$ cat config.mk
export PLATFORM = sky130hd
export DESIGN_NAME = fir_delay_mc
export DESIGN_NICKNAME = d
export VERILOG_FILES = /design/src/rtl/fir_delay_mc.sv
export SDC_FILE = /design/constraint.sdc
export NUM_CORES = 1
export LEC_CHECK = 0
export BUFFER_PORTS_ARGS = -buffer_cell sky130_fd_sc_hd__buf_2
export CAP_MARGIN = 10
export CORE_MARGIN = 4
export CORE_UTILIZATION = 40
export DETAILED_ROUTE_END_ITERATION = 6
export PLACE_DENSITY = 0.52
export SYNTH_ARGS = -nofsm -noshare
export SYNTH_HDL_FRONTEND = slang
export SYNTH_SLANG_ARGS = --single-unit
$ cat constraint.sdc
create_clock -name CLK -period 7.9 [get_ports CLK]
set_clock_uncertainty 0.1 [all_clocks]
set_input_delay 0.79 -clock CLK [delete_from_list [all_inputs] [get_ports CLK]]
set_output_delay 0.79 -clock CLK [all_outputs]
set_load 0.01 [all_outputs]
$ cat src/rtl/fir_delay_mc.sv
// Multi-channel time-multiplexed delay line / comb stage.
// One sample per channel is stored per ADC frame; results are emitted one channel per cycle.
module fir_delay_mc #(
  parameter int unsigned BITSIZE  = 16,
  parameter int unsigned LENGTH   = 10,
  parameter int unsigned CHANNELS = 4,
  localparam int unsigned DW = $clog2(LENGTH + 1),
  localparam int unsigned CW = (CHANNELS > 1) ? $clog2(CHANNELS) : 1
) (
  input  logic                         CLK,
  input  logic                         RST,
  input  logic                         EN,
  input  logic                         START_FLAG,
  input  logic                         MODE,
  input  logic [DW-1:0]                DELAY,
  input  logic [CHANNELS*BITSIZE-1:0]  DATA_IN,
  output logic [BITSIZE-1:0]           DATA_OUT,
  output logic [CW-1:0]                DATA_CH,
  output logic                         DATA_VALID,
  output logic                         BUSY,
  output logic                         OVERRUN
);

  localparam int unsigned PW = (LENGTH > 1) ? $clog2(LENGTH) : 1;
  localparam int unsigned AW = (CHANNELS * LENGTH > 1) ? $clog2(CHANNELS * LENGTH) : 1;
  localparam logic [BITSIZE-1:0] MID    = {1'b1, {(BITSIZE-1){1'b0}}};
  localparam logic [DW-1:0]      LEN_D  = DW'(LENGTH);
  localparam logic [PW-1:0]      LAST_P = PW'(LENGTH - 1);
  localparam logic [CW-1:0]      LAST_C = CW'(CHANNELS - 1);

  typedef enum logic [1:0] {StIdle, StProc, StFin} state_t;

  state_t                        state_q;
  logic                          start_q;
  logic [CW-1:0]                 ch_q;
  logic [PW-1:0]                 wp_q;
  logic [DW-1:0]                 fill_q;
  logic                          mode_q;
  logic [DW-1:0]                 delay_q;
  logic [CHANNELS*BITSIZE-1:0]   x_q;

  logic [BITSIZE-1:0] ring [CHANNELS*LENGTH];

  logic                          start;
  logic [BITSIZE-1:0]            x_cur;
  logic [BITSIZE-1:0]            d_val;
  logic [BITSIZE-1:0]            comb_sat;
  logic [BITSIZE-1:0]            result;
  logic signed [BITSIZE+1:0]     diff;
  logic [AW-1:0]                 rd_addr;
  logic [AW-1:0]                 wr_addr;
  logic                          ram_we;
  int                            rd_idx;

  always_comb begin
    start   = START_FLAG & ~start_q;
    x_cur   = x_q[int'(ch_q)*BITSIZE +: BITSIZE];
    rd_idx  = int'(wp_q) - int'(delay_q);
    if (rd_idx < 0) rd_idx = rd_idx + int'(LENGTH);
    rd_addr = AW'(int'(ch_q) * int'(LENGTH) + rd_idx);
    wr_addr = AW'(int'(ch_q) * int'(LENGTH) + int'(wp_q));
    ram_we  = (state_q == StProc) && EN;

    // Read happens before this frame's write, so D=LENGTH sees the oldest stored sample.
    if (delay_q == '0)          d_val = x_cur;
    else if (fill_q < delay_q)  d_val = MID;
    else                        d_val = ring[rd_addr];

    diff = $signed({2'b00, x_cur}) - $signed({2'b00, d_val}) + $signed({2'b00, MID});
    if (diff[BITSIZE+1])    comb_sat = '0;
    else if (diff[BITSIZE]) comb_sat = '1;
    else                    comb_sat = diff[BITSIZE-1:0];

    result = mode_q ? comb_sat : d_val;
  end

  always_ff @(posedge CLK) begin
    if (ram_we) ring[wr_addr] <= x_cur;
  end

  always_ff @(posedge CLK or posedge RST) begin
    if (RST) begin
      state_q    <= StIdle;
      start_q    <= 1'b0;
      ch_q       <= '0;
      wp_q       <= '0;
      fill_q     <= '0;
      mode_q     <= 1'b0;
      delay_q    <= '0;
      x_q        <= '0;
      DATA_OUT   <= MID;
      DATA_CH    <= '0;
      DATA_VALID <= 1'b0;
      BUSY       <= 1'b0;
      OVERRUN    <= 1'b0;
    end else begin
      start_q    <= START_FLAG;
      DATA_VALID <= 1'b0;
      if (start && BUSY) OVERRUN <= 1'b1;
      unique case (state_q)
        StIdle: begin
          if (start && EN) begin
            x_q     <= DATA_IN;
            mode_q  <= MODE;
            delay_q <= (DELAY > LEN_D) ? LEN_D : DELAY;
            ch_q    <= '0;
            BUSY    <= 1'b1;
            state_q <= StProc;
          end
        end
        StProc: begin
          if (!EN) begin
            BUSY    <= 1'b0;
            state_q <= StIdle;
          end else begin
            DATA_OUT   <= result;
            DATA_CH    <= ch_q;
            DATA_VALID <= 1'b1;
            if (ch_q == LAST_C) state_q <= StFin;
            else                ch_q    <= ch_q + CW'(1);
          end
        end
        StFin: begin
          wp_q    <= (wp_q == LAST_P) ? '0 : wp_q + PW'(1);
          fill_q  <= (fill_q == LEN_D) ? fill_q : fill_q + DW'(1);
          BUSY    <= 1'b0;
          state_q <= StIdle;
        end
        default: state_q <= StIdle;
      endcase
    end
  end

endmodule

==> run metrics, run 1 <==
Crit Path Max Fanout 11; Slew @ Worst Pin 1.18 ns; wire length per cell 27.2 µm; Detail Route Antenna Nets 0; average cell area after synthesis 19.1 µm²; CTS root buffer clkbuf_16; number of max-cap violations 0; Max clock buf depth 3; Area growth syn-to-layout 14.5%; share of layout cells above drive strength 1 31.2%; via count of the routed design 15.9k; dpl hpwl 46.8 mm; DRC viols 0; GRT Residual Overflow 0; GRT Util Overall 19.2%; hold_buf cts 0; CTS Buf Count 78; WL final 78.0 mm; Slowest-stage cell, CP mux4_2; initial antenna violation count 4; Die Wd 285 µm; Iteration-0 DRC Markers 1468; vias in the first global route 16.3k; core area 76100 µm²; setup_tns 0 ns; worst path required time 8.33 ns; CTS H-tree depth 3; critical path class flop to flop; CTS tree built; Sink Count 743; Setup WS post-layout 0.499 ns; Final nets 1895; post-synth cell types 65; cell family contributing the most delay on the critical path adder cells; Yosys warning count 0; CP Buf/Inv Count 2; WHS 0.0891 ns; Die Height 285 µm; minimum clock period 7.40 ns; first-pass GRT wire length 114 mm; Starting Density 40.5%; GRT busiest layer met2; I/O Pins 94; Top FF cell, synth edfxtp_1; standard-cell rows 101; Slew HR 21.2%; met1 Use GR 27.5%; Detailed Routing Iterations Pass 1 5; CP Capture Type flop; final max-slew violation count 0; Reg clk slew, reported paths 0.06 ns; die area 81400 µm²; Final Cycle Share 93.7%; CP most frequent cell ha_1; endpoints failing hold 0; CP startpoint wp_q[0]$_DFFE_PP0P_; met2 Usage GRT 31.3%; Clk Latency, worst-skew pair 0.62 ns; worst hold path type input pin to asynchronous set/reset pin; port buffer count 93; worst r2r src wp_q[0]$_DFFE_PP0P_; Max Freq 135 MHz; Fill cells 6589; largest net degree at the start of global routing 74; Syn Nets 1726; Post-synth ARST share 13.9%; WP data arrival 7.83 ns; RSZ-0062 raised after global routing false; CP peak stage delay 0.54 ns; sequential element share of the synthesized area 70.8%; critical path startpoint category flop; register bit total from synthesis 743; Vias/cell 5.54; Post-synth EDFFs 640; Post-Synthesis Cells 1610; placement-stage worst setup slack 0.499 ns; Syn Std Cell Area 30800 µm²; GRT met3 Usage 2.73%; status finished clean; gp weighted congestion 0.834; count of final setup violators 0
-- state kept, by name, summed over array words and instances, names as in the netlist, 2 cells and up --
name      count
wp_q          4
state_q       2
DATA_OUT     16
delay_q       4
fill_q        4
ch_q          2
DATA_CH       2
ring        640
x_q          64
-- Yosys cell counts, types with 7 or more instances --
cell type	instances	area share, %
a2111oi_0	7	0.20
a211oi_1	8	0.20
a21o_1	10	0.24
a21oi_1	25	0.41
a22oi_1	7	0.17
and2_1	9	0.18
buf_2	18	0.29
buf_4	11	0.27
buf_6	12	0.44
clkbuf_1	37	0.45
dfrtp_1	102	8.3
edfxtp_1	640	62
ha_1	39	1.6
inv_1	18	0.22
mux2_2	74	2.7
mux2i_1	19	0.62
mux4_2	195	14
nand2_1	79	0.96
nand2b_1	17	0.35
nand3_1	22	0.36
nor2_1	76	0.93
nor2b_1	8	0.16
nor3_1	13	0.21
o211ai_1	7	0.17
o21ai_0	33	0.54
o21ai_1	12	0.20
o22ai_1	7	0.14
o31ai_1	7	0.17
xnor2_1	14	0.40
xor2_1	7	0.20
-- through the flow --
step / cell area, µm² / instances / util, %
global route: 35200 / 2866 / 46.3
finish: 35200 / 2866 / 46.3
global placement: 32800 / 2728 / 43.2
floorplan: 30800 / 1610 / -
CTS: 35200 / 2863 / 46.3
detailed placement: 32800 / 2728 / 43.2
-- cell families after synthesis --
family                   count (synthesis)  synth area share (%)
AND/OR/NAND/NOR                        243                  3.55
AO/OA/AOI/OAI                          172                  3.83
flip-flops                             743                  70.8
adder cells (fa/ha/maj)                 43                  1.85
multiplexers                           288                  17.6
buffers and inverters                   99                  1.71
XOR/XNOR                                22                 0.651
-- final cells by class --
type | instances | area (µm²) | area share (%)
Antenna cell | 2 | 5.00 | 0.0142
Clock buffer | 112 | 2170 | 6.17
Timing Repair Buffer | 170 | 1140 | 3.23
Sequential cell | 743 | 21800 | 61.9
Multi-Input combinational cell | 768 | 8570 | 24.3
Clock inverter | 23 | 190 | 0.540
Inverter | 18 | 70.1 | 0.199
Tap cell | 1030 | 1290 | 3.66
-- metal layers --
layer,vias to the layer above,part of all wire (%)
li1,6873,-
met1,8476,44
met2,435,49
met3,98,4.8
met4,0,2.2
met5,-,0
-- path summary, 6_finish.rpt --
| check | endpoint | slack (ns) | depth (start not counted) |
|---|---|---|---|
| min | x_q[45]$_DFFE_PP0P_ | 0.09 | 2 |
| max | DATA_OUT[13]$_DFFE_PP0P_ | 0.50 | 30 |
| min reg2reg | OVERRUN$_DFFE_PP0P_ | 0.36 | 1 |
| min in group CLK | start_q$_DFF_PP0_ | 0.20 | 1 |
| max in group asynchronous | DATA_OUT[10]$_DFFE_PP0P_ | 6.31 | 3 |
| max reg2reg | DATA_OUT[13]$_DFFE_PP0P_ | 0.50 | 30 |
-- cells in the final DEF (no fill, tap or decap), drive strengths merged, types with 4 or more instances in the layout --
master	Yosys	final
a2111oi	7	7
a211oi	9	9
a21o	10	10
a21oi	26	26
a22oi	7	7
a2bb2oi	5	5
a31oi	5	5
and2	10	10
and3	4	4
buf	44	170
clkbuf	37	112
clkinv	0	17
dfrtp	102	102
edfxtp	640	640
fa	4	4
ha	39	39
inv	18	20
mux2	74	74
mux2i	19	19
mux4	195	195
nand2	79	79
nand2b	17	17
nand3	22	22
nor2	76	76
nor2b	8	8
nor3	13	13
o211ai	7	7
o21a	5	5
o21ai	46	46
o221ai	4	4
o22ai	7	7
o2bb2a	5	5
o31ai	7	7
or3	5	5
xnor2	14	14
xor2	8	8
-- timing repair --
action	CTS	global route
endpoints found under the setup margin	0	1
buffers inserted	0	0
resized for setup	0	1
Power of run 1 is left out: the tool's default activity adds up to more than one toggle a clock period on the data nets, which glitch-free logic cannot reach.
==> inputs of run 2 (changes only) <==
--- a/config.mk
+++ b/config.mk
@@ -11,6 +11,7 @@
 export CORE_UTILIZATION = 40
 export DETAILED_ROUTE_END_ITERATION = 6
 export PLACE_DENSITY = 0.52
+export SKIP_LAST_GASP = 1
 export SYNTH_ARGS = -nofsm -noshare
 export SYNTH_HDL_FRONTEND = slang
 export SYNTH_SLANG_ARGS = --single-unit
==> constraint.sdc (replaced) <==
create_clock -name CLK -period 7.9 [get_ports CLK]
set_clock_uncertainty 0.1 [all_clocks]
set_input_delay 0.395 -clock CLK [delete_from_list [all_inputs] [get_ports CLK]]
set_output_delay 0.395 -clock CLK [all_outputs]
set_load 0.01 [all_outputs]
==> run metrics, run 2 (same netlist as run 1, synthesis figures left out) <==
WL final 78.7 mm; vias in the first global route 16.8k; RSZ-0062 raised after global routing false; WP data arrival 7.88 ns; Max Freq 134 MHz; Detail Route Antenna Nets 0; worst path required time 8.32 ns; most frequent cells in the layout edfxtp_1, mux4_2, dfrtp_1; Crit Path Max Fanout 11; core area 76100 µm²; Slew @ Worst Pin 1.17 ns; Die Wd 285 µm; reg2reg setup slack 0.45 ns; endpoints failing hold 0; Fill cells 6522; Max clock buf depth 3; GRT Util Overall 19.4%; leading cell type in the layout, fill and taps excluded edfxtp_1; Reg clk slew, reported paths 0.06 ns; CP peak stage delay 0.54 ns; post-place instance area 32800 µm²; GRT Residual Overflow 0; Final nets 1967; dpl hpwl 46.8 mm; Die Height 285 µm; endpoint of the worst hold path state_q[1]$_DFFE_PP0P_; Sink Count 743; die area 81400 µm²; standard-cell rows 101; WHS 0.163 ns; max reg flops 640; Iteration-0 DRC Markers 1407; I/O Pins 94; reg2reg end DATA_OUT[13]$_DFFE_PP0P_; Inserted Diodes 0; minimum clock period 7.45 ns; via count of the routed design 16.2k; worst r2r src delay_q[0]$_DFFE_PP0P_; share of layout cells above drive strength 1 30.0%; CTS tree built; gp weighted congestion 0.834; first-pass GRT wire length 116 mm; setup_tns 0 ns; CTS Buf Count 78; largest net degree at the start of global routing 74; port buffer count 93; critical path class flop to flop; final max-slew violation count 0; wire length per cell 26.8 µm; Largest Register ring; Vias/cell 5.52; hold path start EN; worst hold path type input pin to flop; Final Cycle Share 94.3%; GRT busiest layer met2; Setup Buffers After CTS 0; Util after Layout 47.3%; Slowest-stage cell, CP mux4_2; cells on worst reg2reg path 29; initial antenna violation count 2; WHS Path Cells 4; Slew HR 21.9%; DRC viols 0; met2 Usage GRT 31.8%; GRT met3 Usage 2.59%; CP most frequent cell ha_1; status finished clean; CP Capture Type flop; Starting Density 40.5%; Area growth syn-to-layout 16.8%; fin area 35900 µm²; top flop regs ring: 640 flops, x_q: 64 flops, DATA_OUT: 16 flops; Clk Latency, worst-skew pair 0.62 ns; number of max-cap violations 0; Detailed Routing Iterations Pass 1 5; CTS root buffer clkbuf_16; CTS H-tree depth 3; count of final setup violators 0; critical path startpoint category flop; met1 Use GR 27.7%
[run 2: cell count changes in the layout (fill, tap and decap cells not counted), sizes merged]
cell,delta
dlygate4sd3,+72
diode,-2
[run 2: timing repair]
item,4_1_cts,5_1_grt
hold buffers,72,0
setup endpoints to repair,0,1
hold endpoints to repair,105,0
gates resized for setup,0,1
[run 2: how the worst max path moves through the flow]
stage                                      start                  endpoint  slack, ns  cells past startpoint
after detailed placement  delay_q[0]$_DFFE_PP0P_  DATA_OUT[13]$_DFFE_PP0P_       0.50                     29
after floorplan              wp_q[0]$_DFFE_PP0P_   DATA_OUT[4]$_DFFE_PP0P_       1.04                     34
final                     delay_q[0]$_DFFE_PP0P_  DATA_OUT[13]$_DFFE_PP0P_       0.45                     29
after global routing         wp_q[0]$_DFFE_PP0P_  DATA_OUT[13]$_DFFE_PP0P_       0.02                     30
after CTS                    wp_q[0]$_DFFE_PP0P_  DATA_OUT[13]$_DFFE_PP0P_       0.48                     30
after global placement       wp_q[0]$_DFFE_PP0P_  DATA_OUT[13]$_DFFE_PP0P_       0.49                     30
[run 2: critical path, delay by kind of cell (launching register included)]
| kind | cells | cell delay, ns |
|---|---|---|
| AND/OR/NAND/NOR | 9 | 1.85 |
| buffers and inverters | 1 | 0.04 |
| XOR/XNOR | 2 | 0.33 |
| AO/OA/AOI/OAI | 8 | 1.53 |
| adder cells (fa/ha/maj) | 7 | 2.19 |
| flip-flops | 1 | 0.44 |
| multiplexers | 2 | 0.90 |
[run 2: metal layers]
| metal | routed length, µm | share of wire [%] |
|---|---|---|
| met1 | 35000 | 44 |
| met2 | 38400 | 49 |
| met3 | 3620 | 4.6 |
| met4 | 1720 | 2.2 |
| met5 | 0 | 0 |
[run 2: layout make-up]
class | instances | area, µm² | area share (%)
Clock buffer | 112 | 2170 | 6.05
Clock inverter | 23 | 190 | 0.529
Inverter | 18 | 70.1 | 0.195
Multi-Input combinational cell | 768 | 8570 | 23.8
Sequential cell | 743 | 21800 | 60.6
Tap cell | 1030 | 1290 | 3.59
Timing Repair Buffer | 242 | 1860 | 5.17
[run 2: stage by stage]
step           cells  setup slack (ns)
2_1_floorplan   1610              1.04
3_3_place_gp    2728             0.490
3_5_place_dp    2728             0.499
4_1_cts         2935             0.477
5_1_grt         2936            0.0244
6_report        2936             0.447
Power of run 2 is left out for the same reason.
==> inputs of run 3 (changes only) <==
--- a/config.mk
+++ b/config.mk
@@ -7,9 +7,11 @@
 export LEC_CHECK = 0
 export BUFFER_PORTS_ARGS = -buffer_cell sky130_fd_sc_hd__buf_2
 export CAP_MARGIN = 10
-export CORE_MARGIN = 4
+export CORE_MARGIN = 3
 export CORE_UTILIZATION = 40
 export DETAILED_ROUTE_END_ITERATION = 6
+export HOLD_SLACK_MARGIN = 0.06
+export MAX_ROUTING_LAYER = met4
 export PLACE_DENSITY = 0.52
 export SKIP_LAST_GASP = 1
 export SYNTH_ARGS = -nofsm -noshare
==> run metrics, run 3 (same netlist as run 1, synthesis figures left out) <==
Clk Latency, worst-skew pair 0.63 ns; leading cell type in the layout, fill and taps excluded edfxtp_1; I/O Pins 94; final max-slew violation count 0; first-pass GRT wire length 116 mm; Crit Path Max Fanout 11; Detailed Routing Iterations Pass 1 5; gp weighted congestion 0.861; Max Freq 135 MHz; die area 80300 µm²; GRT Util Overall 20.2%; Die Wd 283 µm; cells on worst reg2reg path 31; worst r2r src wp_q[0]$_DFFE_PP0P_; Stages on worst setup path 31; count of final setup violators 0; Reg clk slew, reported paths 0.06 ns; Iteration-0 DRC Markers 1393; standard-cell rows 101; Sink Count 743; reg2reg end DATA_OUT[13]$_DFFE_PP0P_; DRC viols 0; reg2reg setup slack 0.49 ns; critical path class flop to flop; Inserted Diodes 0; critical path startpoint category flop; initial antenna violation count 1; port buffer count 93; max reg flops 640; wire length per cell 26.5 µm; CP most frequent cell ha_1; Final Cycle Share 93.8%; top flop regs ring: 640 flops, x_q: 64 flops, DATA_OUT: 16 flops; vias in the first global route 16.9k; Vias/cell 5.54; Critical Path Sink DATA_OUT[13]$_DFFE_PP0P_; CP startpoint wp_q[0]$_DFFE_PP0P_; Slew HR 20.5%; Largest Register ring; CP Buf/Inv Count 3; Detail Route Antenna Nets 0; CP peak stage delay 0.57 ns; CTS tree built; Fill cells 6486; Die Height 283 µm; hold path start EN; cell family contributing the most delay on the critical path compound AO/OA/AOI/OAI gates; CP Capture Type flop; via count of the routed design 16.3k; setup_tns 0 ns; worst hold path type input pin to flop; Final nets 1974; most frequent cells in the layout edfxtp_1, mux4_2, dfrtp_1; Starting Density 40.5%; WL final 78.1 mm; worst path required time 8.32 ns; GRT Residual Overflow 0; WL met1 33.4 mm; max layer used met4; core area 76100 µm²; status finished clean; number of max-cap violations 0; minimum clock period 7.41 ns; CTS Buf Count 79; Max clock buf depth 3; share of layout cells above drive strength 1 30.4%; WP data arrival 7.83 ns; dpl hpwl 47.6 mm; Slew @ Worst Pin 1.19 ns; met2 wire len 38.8 mm; Area growth syn-to-layout 17.5%; endpoints failing hold 0; largest net degree at the start of global routing 74; CTS root buffer clkbuf_16; CTS H-tree depth 3; metal3 WL 4.10 mm; Slowest-stage cell, CP a2111oi_1
==> run 3: changes by cell type in the layout (fill, tap and decap cells not counted), sizes merged, moves of 2 or more <==
cell | before | now
inv | 20 | 23
clkinv | 17 | 28
bufinv | 2 | 6
clkbuf | 112 | 103
clkinvlp | 2 | 0
buf | 170 | 175
==> run 3: final cells by class <==
cell class	instances	area, µm²	area share [%]
inverters	18	70.1	0.194
clock inverters	39	392	1.08
clock buffers	103	2140	5.92
well taps	1030	1290	3.56
multi-input cells	768	8570	23.7
flip-flops and latches	743	21800	60.3
repair buffers	248	1900	5.26
==> run 3: worst reg2reg max path: cells and delay by family, from the launching register on <==
| family | cells | cell delay (ns) |
|---|---|---|
| AO/OA/AOI/OAI | 10 | 2.29 |
| XOR/XNOR | 3 | 0.48 |
| adder cells (fa/ha/maj) | 6 | 1.76 |
| buffers and inverters | 3 | 0.31 |
| flip-flops | 1 | 0.38 |
| AND/OR/NAND/NOR | 9 | 1.99 |
==> run 3: worst min-delay path by stage <==
stage,to,slack (ns),depth (start not counted)
2_1_floorplan,start_q$_DFF_PP0_,0.33,0
3_3_place_gp,OVERRUN$_DFFE_PP0P_,0.34,1
3_5_place_dp,OVERRUN$_DFFE_PP0P_,0.35,1
4_1_cts,state_q[1]$_DFFE_PP0P_,0.12,4
5_1_grt,state_q[1]$_DFFE_PP0P_,0.19,4
6_report,state_q[1]$_DFFE_PP0P_,0.15,4
==> run 3: metrics by stage <==
stage / setup slack, ns / hold slack [ns] / cell area, µm² / instances / util [%]
after CTS: 0.442 / 0.123 / 36100 / 2943 / 47.5
final: 0.491 / 0.153 / 36200 / 2949 / 47.5
after detailed placement: 0.485 / 0.347 / 32800 / 2728 / 43.2
after floorplan: 1.04 / 0.326 / 30800 / 1610 / -
after global placement: 0.674 / 0.340 / 32800 / 2728 / 43.2
after global routing: -0.00766 / 0.187 / 36200 / 2949 / 47.5
==> run 3: per-layer routing <==
layer	vias to the layer above	global-route usage, %
met5	-	-
met4	0	4.65
met3	110	3.28
met2	461	32.5
met1	8725	27.2
li1	7032	-
==> run 3: what timing repair did <==
item | CTS | global route
hold endpoints to repair | 120 | 0
setup endpoints to repair | 0 | 7
resized for setup | 0 | 2
buffers inserted | 0 | 6
hold buffers | 73 | 0
Power of run 3 is left out for the same reason.
